## config.mk

```make
export PLATFORM = sky130hd
export DESIGN_NAME = wb_writer
export DESIGN_NICKNAME = d
export VERILOG_FILES = /design/src/rtl/wb_pkg.sv /design/src/rtl/wb_regfile.sv /design/src/rtl/wb_writer.sv
export SDC_FILE = /design/constraint.sdc
export NUM_CORES = 1
export LEC_CHECK = 0
export ABC_AREA = 1
export CORE_ASPECT_RATIO = 0.6
export CORE_UTILIZATION = 55
export CTS_BUF_LIST = sky130_fd_sc_hd__clkbuf_4
export CTS_CLUSTER_SIZE = 25
export DETAILED_ROUTE_END_ITERATION = 7
export DONT_BUFFER_PORTS = 1
export GPL_TIMING_DRIVEN = 0
export PLACE_DENSITY = 0.85
export SLEW_MARGIN = 15
export SYNTH_ARGS = -nofsm -noshare
export SYNTH_HDL_FRONTEND = slang
export SYNTH_SLANG_ARGS = --single-unit
```

## constraint.sdc

```tcl
create_clock -name clk -period 5.9 [get_ports clk]
set_input_delay 0.59 -clock clk [delete_from_list [all_inputs] [get_ports clk]]
set_output_delay 0.59 -clock clk [all_outputs]
set_load 0.005 [all_outputs]
```

## src/rtl/wb_pkg.sv

```systemverilog
// Shared write-back definitions: control-bit positions, EPC command encodings,
// the stack-pointer reset value and the redirect FSM state type.
package wb_pkg;

  localparam int unsigned WB_REGWRITE_BIT = 0;
  localparam int unsigned WB_MEMTOREG_BIT = 1;

  localparam logic [31:0] SP_RESET = 32'h000F_FFFF;

  typedef enum logic [1:0] {
    EPC_HOLD  = 2'b00,
    EPC_MEM   = 2'b01,
    EPC_ALU   = 2'b10,
    EPC_CLEAR = 2'b11
  } epc_cmd_e;

  typedef enum logic {
    ST_IDLE     = 1'b0,
    ST_REDIRECT = 1'b1
  } wb_state_e;

  // Only commands that load a new EPC value request a fetch redirect.
  function automatic logic epc_redirects(input logic [1:0] cmd);
    return (cmd == EPC_MEM) || (cmd == EPC_ALU);
  endfunction

endpackage

```

## src/rtl/wb_regfile.sv

```systemverilog
// General register file: one write port, two combinational read ports.
// Define WB_WRITE_BYPASS_EN to forward same-cycle write data to the read ports.
module wb_regfile
  import wb_pkg::*;
#(
  parameter int unsigned RegCount = 8
) (
  input  logic        clk,
  input  logic        rst,
  input  logic        we_i,
  input  logic [2:0]  waddr_i,
  input  logic [15:0] wdata_i,
  input  logic [2:0]  raddr1_i,
  input  logic [2:0]  raddr2_i,
  output logic [15:0] rdata1_o,
  output logic [15:0] rdata2_o
);

  logic [15:0] mem_q [RegCount];

  always_ff @(posedge clk or posedge rst) begin
    if (rst) begin
      for (int unsigned i = 0; i < RegCount; i++) begin
        mem_q[i] <= '0;
      end
    end else if (we_i) begin
      for (int unsigned i = 0; i < RegCount; i++) begin
        if (waddr_i == 3'(i)) begin
          mem_q[i] <= wdata_i;
        end
      end
    end
  end

  always_comb begin
    rdata1_o = '0;
    rdata2_o = '0;
    for (int unsigned i = 0; i < RegCount; i++) begin
      if (raddr1_i == 3'(i)) rdata1_o = mem_q[i];
      if (raddr2_i == 3'(i)) rdata2_o = mem_q[i];
    end
`ifdef WB_WRITE_BYPASS_EN
    if (we_i && (raddr1_i == waddr_i)) rdata1_o = wdata_i;
    if (we_i && (raddr2_i == waddr_i)) rdata2_o = wdata_i;
`endif
  end

endmodule

```

## src/rtl/wb_writer.sv

```systemverilog
// Write-back stage: selects write-back data, owns SP, EPC, the redirect FSM
// and the retired counter. WB_WRITE_BYPASS_EN enables register-file bypass.
module wb_writer
  import wb_pkg::*;
#(
  parameter int unsigned WbSize   = 2,
  parameter int unsigned RegCount = 8
) (
  input  logic              clk,
  input  logic              rst,
  input  logic              enable,
  input  logic [WbSize-1:0] i_WB,
  input  logic [31:0]       i_MemData,
  input  logic [15:0]       i_alu,
  input  logic [2:0]        i_Rdst,
  input  logic [31:0]       i_SP,
  input  logic [1:0]        i_changeEPC,
  input  logic [2:0]        i_rsrc1,
  input  logic [2:0]        i_rsrc2,
  output logic [15:0]       o_rdata1,
  output logic [15:0]       o_rdata2,
  output logic [15:0]       o_wbData,
  output logic              o_wbValid,
  output logic [31:0]       o_SP,
  output logic [31:0]       o_EPC,
  output logic              o_excRedirect,
  output logic [15:0]       o_retired
);

  wb_state_e   state_q, state_d;
  logic [31:0] sp_q, sp_d;
  logic [31:0] epc_q, epc_d;
  logic [15:0] retired_q, retired_d;

  assign o_wbData  = i_WB[WB_MEMTOREG_BIT] ? i_MemData[15:0] : i_alu;
  assign o_wbValid = enable & i_WB[WB_REGWRITE_BIT];

  wb_regfile #(
    .RegCount (RegCount)
  ) u_regfile (
    .clk      (clk),
    .rst      (rst),
    .we_i     (o_wbValid),
    .waddr_i  (i_Rdst),
    .wdata_i  (o_wbData),
    .raddr1_i (i_rsrc1),
    .raddr2_i (i_rsrc2),
    .rdata1_o (o_rdata1),
    .rdata2_o (o_rdata2)
  );

  always_ff @(posedge clk or posedge rst) begin
    if (rst) begin
      state_q   <= ST_IDLE;
      sp_q      <= SP_RESET;
      epc_q     <= '0;
      retired_q <= '0;
    end else begin
      state_q   <= state_d;
      sp_q      <= sp_d;
      epc_q     <= epc_d;
      retired_q <= retired_d;
    end
  end

  // A redirect lasts one cycle unless another enabled request arrives.
  always_comb begin
    state_d   = ST_IDLE;
    sp_d      = sp_q;
    epc_d     = epc_q;
    retired_d = retired_q;
    if (enable) begin
      sp_d = i_SP;
      case (i_changeEPC)
        EPC_MEM:   epc_d = i_MemData;
        EPC_ALU:   epc_d = {16'h0000, i_alu};
        EPC_CLEAR: epc_d = '0;
        default:   epc_d = epc_q;
      endcase
      if (|i_WB) retired_d = retired_q + 16'd1;
      if (epc_redirects(i_changeEPC)) state_d = ST_REDIRECT;
    end
  end

  assign o_SP          = sp_q;
  assign o_EPC         = epc_q;
  assign o_retired     = retired_q;
  assign o_excRedirect = (state_q == ST_REDIRECT);

endmodule

```

==> impl_metrics.ini, run 1 <==
[cells_and_area]
layout.nets = 1370
syn2layout_area_growth_pct = 13.9
fin_cells = 1550
drive_above_1_share = 0.169

[cts]
htreeDepth = 2
ctsResizeCount = 0
insertion_delay_ns = 0.68
numCtsBuffers = 50
clkTransAtPathRegs_ns = 0.07
cts_sinks = 209
cts_tree = done
clockBufferDepth = 3
clockRootBuffer = clkbuf_4

[detailed_routing]
wl_per_cell_um = 22.4
drt_iter0_drc = 1370
ant_nets = 0
drcViolationCount = 1
vias = 9871
drt-total-wl_mm = 34.7
vias_per_cell = 6.37
first_pass_iters = 8

[timing]
fmax_mhz = 352
finalSetupViolations = 0
hold-worst-slack_ns = 0.0599
rsz0062_at_grt = false
tns_ns = 0
max-slew-margin-rel = 0.162
tightest_slew_ns = 1.25
finClkSkew_ns = 0.0103
hold_violations = 0
finalCriticalPeriod_ns = 2.84
drv_slew = 0
period_share = 0.482

[status]
violations = design-rule violations
status = finished, violations left

[die]
pin_count = 226
dieHeight_um = 110
die_x_um = 181
placementRows = 38
core_sq_um = 18500
start_util = 0.574
die-area_sq_um = 19900

[power_and_ir_drop]
vdd_drop_max_v = 0.000225
leakagePower_nw = 5.57
total_power_mw = 3.90
power.density_nw_per_um2 = 323

[logic_synthesis]
async_flop_share = 1.00
synth_most_common_cell = nand2_1
synth_cell_type_count = 31
synth_nets = 1272
syn-instance-count = 1172
synth_commonest_cells = nand2_1 (315), dfrtp_1 (189), nand4_1 (161), nor2_1 (78)
synth_top_area_frac = 0.446
synth_area_sq_um = 10600
synth_edf_count = 0
ys.flop_type = dfrtp_1
yosys-top-cells-area = dfrtp_1 (45%), nand2_1 (11%), nand4_1 (9.5%)
avgSynthCellArea_sq_um = 9.06
yosysWarningCount = 0
ys_seq_elements = 209
synth-seq-area-share = 0.495
yosysTopAreaCell = dfrtp_1

[grt]
grt_pass1_vias = 9577
grt_usage = 0.355
antenna_found_initial = 2
overflow = 0
grt_pass1_wl_mm = 53.4
grt_max_degree = 37

[setup_path]
worstPathMaxFanout = 10
crit_family = simple AND/OR/NAND/NOR gates
crit_chain = buf_2 -> nor2_2 -> clkbuf_1 -> nand3_1 -> nand4_1 -> nor2_1 -> nand4_1
r2r_slack_ns = 4.19
cp-start-kind = input port
crit_required_ns = 5.31
cp_num_buf_inv = 2
end_kind = output port
worstSetupStartpoint = i_rsrc2[1]
max_stage_delay_ns = 0.50
cp_slowest_cell = clkbuf_1
crit_arrival_ns = 2.25
r2r_start = o_retired[1]
path_class = in2out
path_common_cell = nand4_1

[place]
numPortBuffers = 0
routabilityCongestion = 0.990
dp.cells = 1419
post-dp-hpwl_mm = 25.0

[hold_path]
hp-start = i_MemData[29]
min_path_type = in2reg

[flow_run]
max_cap_violations = 0
## path summary, 6_finish.rpt
path / end / cells past startpoint
hold reg to reg: o_SP[12] / 2
max in group asynchronous: u_regfile.mem_q[35] / 5
setup reg to reg: o_retired[8] / 7
setup / recovery: o_rdata2[12] / 7
min in group asynchronous: o_retired[10] / 2
hold / removal: o_EPC[29] / 2
## final cells by class
class / instances / area [sq um]
Antenna cell: 1 / 2.50
Buffer: 75 / 367
Clock buffer: 72 / 541
Clock inverter: 19 / 76.3
Fill cell: 1474 / 6410
Inverter: 67 / 255
Multi-Input combinational cell: 821 / 4740
Sequential cell: 209 / 5260
Tap cell: 240 / 300
Timing Repair Buffer: 46 / 553
## metrics by stage
step,instance area [sq um],setup slack [ns],utilization
after global routing,12100,3.05,0.654
final,12100,3.06,0.654
after detailed placement,11100,3.20,0.599
after CTS,12100,3.19,0.653
after floorplan,10600,2.61,-
after global placement,10900,1.53,0.590
## sequential cells by signal, summed over array words and instances, names as in the netlist
signal           count
u_regfile.mem_q    128
o_EPC               32
o_SP                32
o_retired           16
o_excRedirect        1
## where the power goes
part	switching (mW)	internal, mW	total, mW	leakage (nW)
logic	0.440	0.287	0.728	2.64
registers	0.267	1.73	1.99	2.56
clock network	0.615	0.564	1.18	0.373
## layout by cell type (no fill, tap or decap), types with 3 or more instances in the layout
cell	n
nor3_2	6
clkbuf_1	36
o21ai_0	16
clkinv_2	4
mux2_1	41
nor2_1	78
dlygate4sd3_1	39
buf_16	3
o21ai_1	17
o211ai_1	16
nor2_4	3
nand4_1	161
nand2_1	315
ha_1	4
buf_2	14
xor2_1	7
clkinv_1	15
buf_12	4
buf_1	16
buf_4	4
inv_1	60
nor2_8	4
nand3_1	71
dfrtp_1	189
buf_8	4
nor2_2	3
inv_2	6
clkbuf_4	72
dfstp_2	20
mux2_2	71
## repair_timing
| action | 4_1_cts | 5_1_grt |
|---|---|---|
| buffers inserted | 0 | 0 |
| hold buffers | 39 | 0 |
| endpoints found under the hold margin | 52 | 0 |
## logic make-up (layout without fill, tap and decap cells)
| family | count (synthesis) | in the layout | share of synthesized area |
|---|---|---|---|
| AO/OA/AOI/OAI | 50 | 50 | 0.0274 |
| XOR/XNOR | 9 | 9 | 0.00743 |
| adder cells (fa/ha/maj) | 4 | 4 | 0.00472 |
| buffers and inverters | 142 | 279 | 0.0582 |
| flip-flops | 209 | 209 | 0.495 |
| multiplexers | 112 | 112 | 0.119 |
| other | 0 | 1 | 0 |
| AND/OR/NAND/NOR | 646 | 646 | 0.288 |
## per-layer routing
metal / global-route usage / vias up / wire (um)
met1: 0.475 / 4724 / 13800
met3: 0.179 / 131 / 5730
met2: 0.492 / 759 / 14000
met5: 0.0250 / - / 81
met4: 0.121 / 4 / 1030
li1: - / 4253 / -
Note: power is estimated with default switching activity, not from simulation.
==> inputs of run 2 (changes only) <==
==> constraint.sdc (replaced) <==
create_clock -name clk -period 2.35 [get_ports clk]
set_input_delay 0.235 -clock clk [delete_from_list [all_inputs] [get_ports clk]]
set_output_delay 0.235 -clock clk [all_outputs]
set_load 0.005 [all_outputs]
==> impl_metrics.ini, run 2 (synthesis gave the netlist of run 1 again) <==
[setup_path]
max_stage_delay_ns = 0.59
crit_required_ns = 2.91
crit_chain = dlygate4sd3_1 -> inv_1 -> ha_1 -> clkbuf_1 -> nor2_4 -> nand2_1 -> clkbuf_2 -> o211ai_1 -> dlygate4sd3_1
cp-start-kind = input port
r2r_slack_ns = 0.39
cp_num_buf_inv = 5
path_common_cell = dlygate4sd3_1
cp_slowest_cell = dlygate4sd3_1
worstPathMaxFanout = 10
end_kind = register
path_class = in2reg
crit_arrival_ns = 2.79
crit_family = buffers and inverters

[cells_and_area]
final_cell_mix = nand2_1 (315), dfrtp_1 (189), nand4_1 (161)
syn2layout_area_growth_pct = 19.7
largest_reg_flops = 128
layout.nets = 1430
top_register = u_regfile.mem_q
stdcell_area_sq_um = 12700
seqCellArea_sq_um = 5260
drive_above_1_share = 0.163
multi_input_area_sq_um = 4750
layout_commonest_cell = nand2_1
fillers = 1374
fin_cells = 1610

[detailed_routing]
drt-total-wl_mm = 37.0
vias_per_cell = 6.37
drcViolationCount = 3
first_pass_iters = 8
ant_nets = 0
vias = 10200
wl_per_cell_um = 23.0
drt_iter0_drc = 1413

[grt]
grt_usage = 0.376
grt_pass1_vias = 10100
overflow = 0
grt_max_degree = 37
grt_pass1_wl_mm = 56.7
antenna_found_initial = 1

[status]
status = finished, violations left
violations = design-rule violations

[timing]
period_share = 0.949
fmax_mhz = 448
hold-worst-slack_ns = 0.0734
drv_slew = 0
tns_ns = 0
finClkSkew_ns = 0.00914
max-slew-margin-rel = 0.170
tightest_slew_ns = 1.24
finalSetupViolations = 0
hold_violations = 0
rsz0062_at_grt = false
finalCriticalPeriod_ns = 2.23

[die]
core_sq_um = 18500
pin_count = 226
dieHeight_um = 110
die_x_um = 181
die-area_sq_um = 19900
start_util = 0.574
placementRows = 38

[place]
placed_area_sq_um = 11100
numPortBuffers = 0
post-dp-hpwl_mm = 25.0
dp.cells = 1419
routabilityCongestion = 0.990

[cts]
cts_sinks = 209
clkTransAtPathRegs_ns = 0.07
clockBufferDepth = 3
clockRootBuffer = clkbuf_4
cts_tree = done
htreeDepth = 2
insertion_delay_ns = 0.67
numCtsBuffers = 50

[power_and_ir_drop]
power.density_nw_per_um2 = 786
leakagePower_nw = 5.82
vdd_drop_max_v = 0.000563

[hold_path]
min_path_type = in2reg

[flow_run]
max_cap_violations = 0
-- run 2: cell count changes in the layout (fill, tap and decap cells not counted) --
cell and change:
nor2_1 -1, clkbuf_2 +1, clkbuf_1 -1, nor2_4 +1, dlygate4sd3_1 +60
-- run 2: area by class of cell --
cell class / instances / area share
flip-flops and latches: 209 / 0.414
multi-input cells: 821 / 0.374
repair buffers: 106 / 0.0908
clock buffers: 72 / 0.0426
plain buffers: 75 / 0.0290
well taps: 240 / 0.0236
inverters: 67 / 0.0201
clock inverters: 19 / 0.00601
diodes: 1 / 0.000197
-- run 2: timing repair --
| item | in CTS | in global routing |
|---|---|---|
| hold buffers | 99 | 0 |
| setup endpoints to repair | 0 | 10 |
| setup buffers | 0 | 0 |
| hold endpoints to repair | 218 | 0 |
| resized for setup | 0 | 4 |
-- run 2: worst paths after layout --
kind,start,cells past startpoint,to
max,i_changeEPC[0],9,o_EPC[5]
min,i_Rdst[1],5,u_regfile.mem_q[61]
max reg2reg,o_retired[9],8,o_retired[15]
min in group asynchronous,rst,2,o_excRedirect
max in group asynchronous,rst,5,u_regfile.mem_q[35]
min reg2reg,o_SP[12],2,o_SP[12]
-- run 2: metrics by stage --
step / power [mW] / utilization / setup WS, ns
2_1_floorplan: 6.04 / - / -0.583
3_3_place_gp: 6.58 / 0.590 / -1.66
3_5_place_dp: 6.75 / 0.599 / 0.365
4_1_cts: 9.88 / 0.686 / 0.115
5_1_grt: 10.4 / 0.687 / 0.0438
6_report: 9.98 / 0.687 / 0.119
-- run 2: per-layer routing --
layer / wire [um] / vias up / part of all wire / GRT usage
met1: 14700 / 4914 / 0.40 / 0.495
met2: 15100 / 825 / 0.41 / 0.532
li1: - / 4370 / - / -
met3: 5920 / 138 / 0.16 / 0.186
met5: 62 / - / 0.0017 / 0.0250
met4: 1170 / 2 / 0.032 / 0.136
-- run 2: power breakdown --
group / switching (mW) / internal (mW)
Clock: 1.57 / 1.42
Combinational: 1.15 / 0.819
Sequential: 0.685 / 4.34
-- run 2: worst reg2reg max path: stages (launching register included) --
cell	delay (ns)
dfrtp_1	0.45
nand2_1	0.14
nor2_1	0.22
nand2_1	0.09
nor2_1	0.15
xor2_1	0.17
nand2_1	0.07
nand2_1	0.06
dlygate4sd3_1	0.54
==> inputs of run 3 (changes only) <==
--- a/config.mk
+++ b/config.mk
@@ -12,9 +12,10 @@
 export CTS_CLUSTER_SIZE = 25
 export DETAILED_ROUTE_END_ITERATION = 7
 export DONT_BUFFER_PORTS = 1
-export GPL_TIMING_DRIVEN = 0
+export GPL_TIMING_DRIVEN = 1
 export PLACE_DENSITY = 0.85
 export SLEW_MARGIN = 15
 export SYNTH_ARGS = -nofsm -noshare
 export SYNTH_HDL_FRONTEND = slang
+export SYNTH_HIERARCHICAL = 1
 export SYNTH_SLANG_ARGS = --single-unit
==> impl_metrics.ini, run 3 <==
[cts]
htreeDepth = 2
cts_tree = done
clkTransAtPathRegs_ns = 0.07
clockBufferDepth = 3
numCtsBuffers = 50
insertion_delay_ns = 0.63
cts_sinks = 209
clockRootBuffer = clkbuf_4

[timing]
drv_slew = 0
finalSetupViolations = 0
max-slew-margin-rel = 0.455
tightest_slew_ns = 0.817
finClkSkew_ns = 0.0190
rsz0062_at_grt = false
tns_ns = 0
finalCriticalPeriod_ns = 1.84
worst_slack_ns = 0.506
fmax_mhz = 542
hold_violations = 0
period_share = 0.785

[detailed_routing]
ant_nets = 0
drcViolationCount = 0
first_pass_iters = 8
vias_per_cell = 6.20
drt_iter0_drc = 1395
wl_per_cell_um = 20.2
drt-total-wl_mm = 34.0
vias = 10500

[logic_synthesis]
ys.flop_type = dfrtp_1
synth_edf_count = 0
synth_cell_type_count = 29
syn-instance-count = 1285
yosys-top-cells-area = dfrtp_1 (45%), nand2_1 (14%), nand4_1 (9.6%)
synth_commonest_cells = nand2_1 (392), dfrtp_1 (189), nand4_1 (162), o21ai_0 (127), nor2_1 (94)
yosysWarningCount = 6
synth_most_common_cell = nand2_1
async_flop_share = 1.00
synth_area_sq_um = 10600
ys_seq_elements = 209
yosysTopAreaCell = dfrtp_1
avgSynthCellArea_sq_um = 8.21
synth_nets = 1385
synth-seq-area-share = 0.498
synth_top_area_frac = 0.448

[cells_and_area]
largest_reg_flops = 128
fin_cells = 1686
final_core_util = 0.685
top_register = u_regfile/mem_q
final_cell_mix = nand2_1 (392), dfrtp_1 (189), nand4_1 (162)
fillers = 1446
layout_commonest_cell = nand2_1
layout.nets = 1518
drive_above_1_share = 0.106
seqCellArea_sq_um = 5260
syn2layout_area_growth_pct = 19.5
multi_input_area_sq_um = 4530

[setup_path]
worstPathMaxFanout = 3
r2r_slack_ns = 0.71
crit_chain = nand3_1 -> nand4_1 -> nor2_1 -> nand4_1
end_kind = output port
rr_endpoint = o_retired[12]
crit_required_ns = 2.12
path_class = reg2out
cp-start-kind = register
path_common_cell = nand4_1
endpoint = o_rdata1[3]
crit_arrival_ns = 1.61
r2r_start = o_retired[0]
worst_r2r_path_depth = 6
cp_slowest_cell = dfrtp_1
max_stage_delay_ns = 0.40
worstSetupStartpoint = u_regfile/mem_q[115]

[grt]
grt_max_degree = 129
grt_usage = 0.349
grt_pass1_vias = 10100
antenna_found_initial = 1
grt_pass1_wl_mm = 53.6
overflow = 0

[die]
start_util = 0.573
die-area_sq_um = 19800
dieHeight_um = 109
core_sq_um = 18400
placementRows = 38
pin_count = 226
die_x_um = 181

[place]
routabilityCongestion = 0.931
post-dp-hpwl_mm = 20.5
numPortBuffers = 0
pre_cts_slack_ns = 0.641
dp.cells = 1458

[hold_path]
min_path_type = in2reg

[flow_run]
max_cap_violations = 0

[power_and_ir_drop]
leakagePower_nw = 5.75
vdd_drop_max_v = 0.000549
power.density_nw_per_um2 = 742

[status]
status = finished clean
==> run 3: worst min-delay path by stage <==
stage / startpoint / endpoint / slack [ns] / cells after the start
after floorplan: i_SP[0] / o_SP[0] / 0.32 / 2
after global placement: rst / o_retired[5] / 0.16 / 1
after detailed placement: rst / o_retired[5] / 0.16 / 1
after CTS: i_alu[13] / u_regfile/mem_q[13] / 0.02 / 3
after global routing: i_alu[1] / u_regfile/mem_q[1] / 0.05 / 3
final: i_alu[13] / u_regfile/mem_q[13] / 0.03 / 3
==> run 3: through the flow <==
step                      instance area [sq um]  hold slack (ns)  total power, mW
after floorplan                           10600            0.323             5.93
after global placement                    10600            0.157             6.24
after detailed placement                  10600            0.159             6.34
after CTS                                 12600           0.0161             9.31
after global routing                      12600           0.0501             9.87
final                                     12600           0.0285             9.35
==> run 3: area by class of cell <==
class                   count  share of cell area
flip-flops and latches    209               0.417
multi-input cells         918               0.359
repair buffers            170               0.135
clock buffers              67              0.0399
well taps                 240              0.0238
inverters                  69              0.0221
clock inverters            12             0.00367
diodes                      1            0.000198
==> run 3: cells by family after synthesis <==
logic type,Yosys count,share of synthesized area
xor gates and xnor gates,7,0.00581
muxes,16,0.0171
buffers and inverters,158,0.0731
and+or+nand+nor,725,0.318
AOI/OAI and AO/OA,166,0.0828
DFF,209,0.498
adders and majority gates,4,0.00474
==> run 3: power by group <==
group / switching [mW] / internal (mW) / leakage [nW]
Clock: 1.45 / 1.30 / 0.332
Combinational: 1.00 / 0.712 / 2.83
Sequential: 0.605 / 4.28 / 2.59
Total: 3.06 / 6.29 / 5.75
==> run 3: routing by layer <==
metal,global-route usage,vias up,share of wire
met5,0,-,0
met4,0.152,0,0.035
met3,0.115,135,0.13
met2,0.553,806,0.45
met1,0.441,4885,0.38
li1,-,4631,-
==> run 3: repair_timing <==
item | CTS | global route
setup buffers | 0 | 0
hold buffers | 148 | 0
resized for setup | 0 | 0
hold endpoints to repair | 257 | 0
==> run 3: worst max-delay path, delay by kind of cell, from the launching register on <==
kind	cells	cell delay [ns]
AND/OR/NAND/NOR	4	0.52
flip-flops	1	0.40
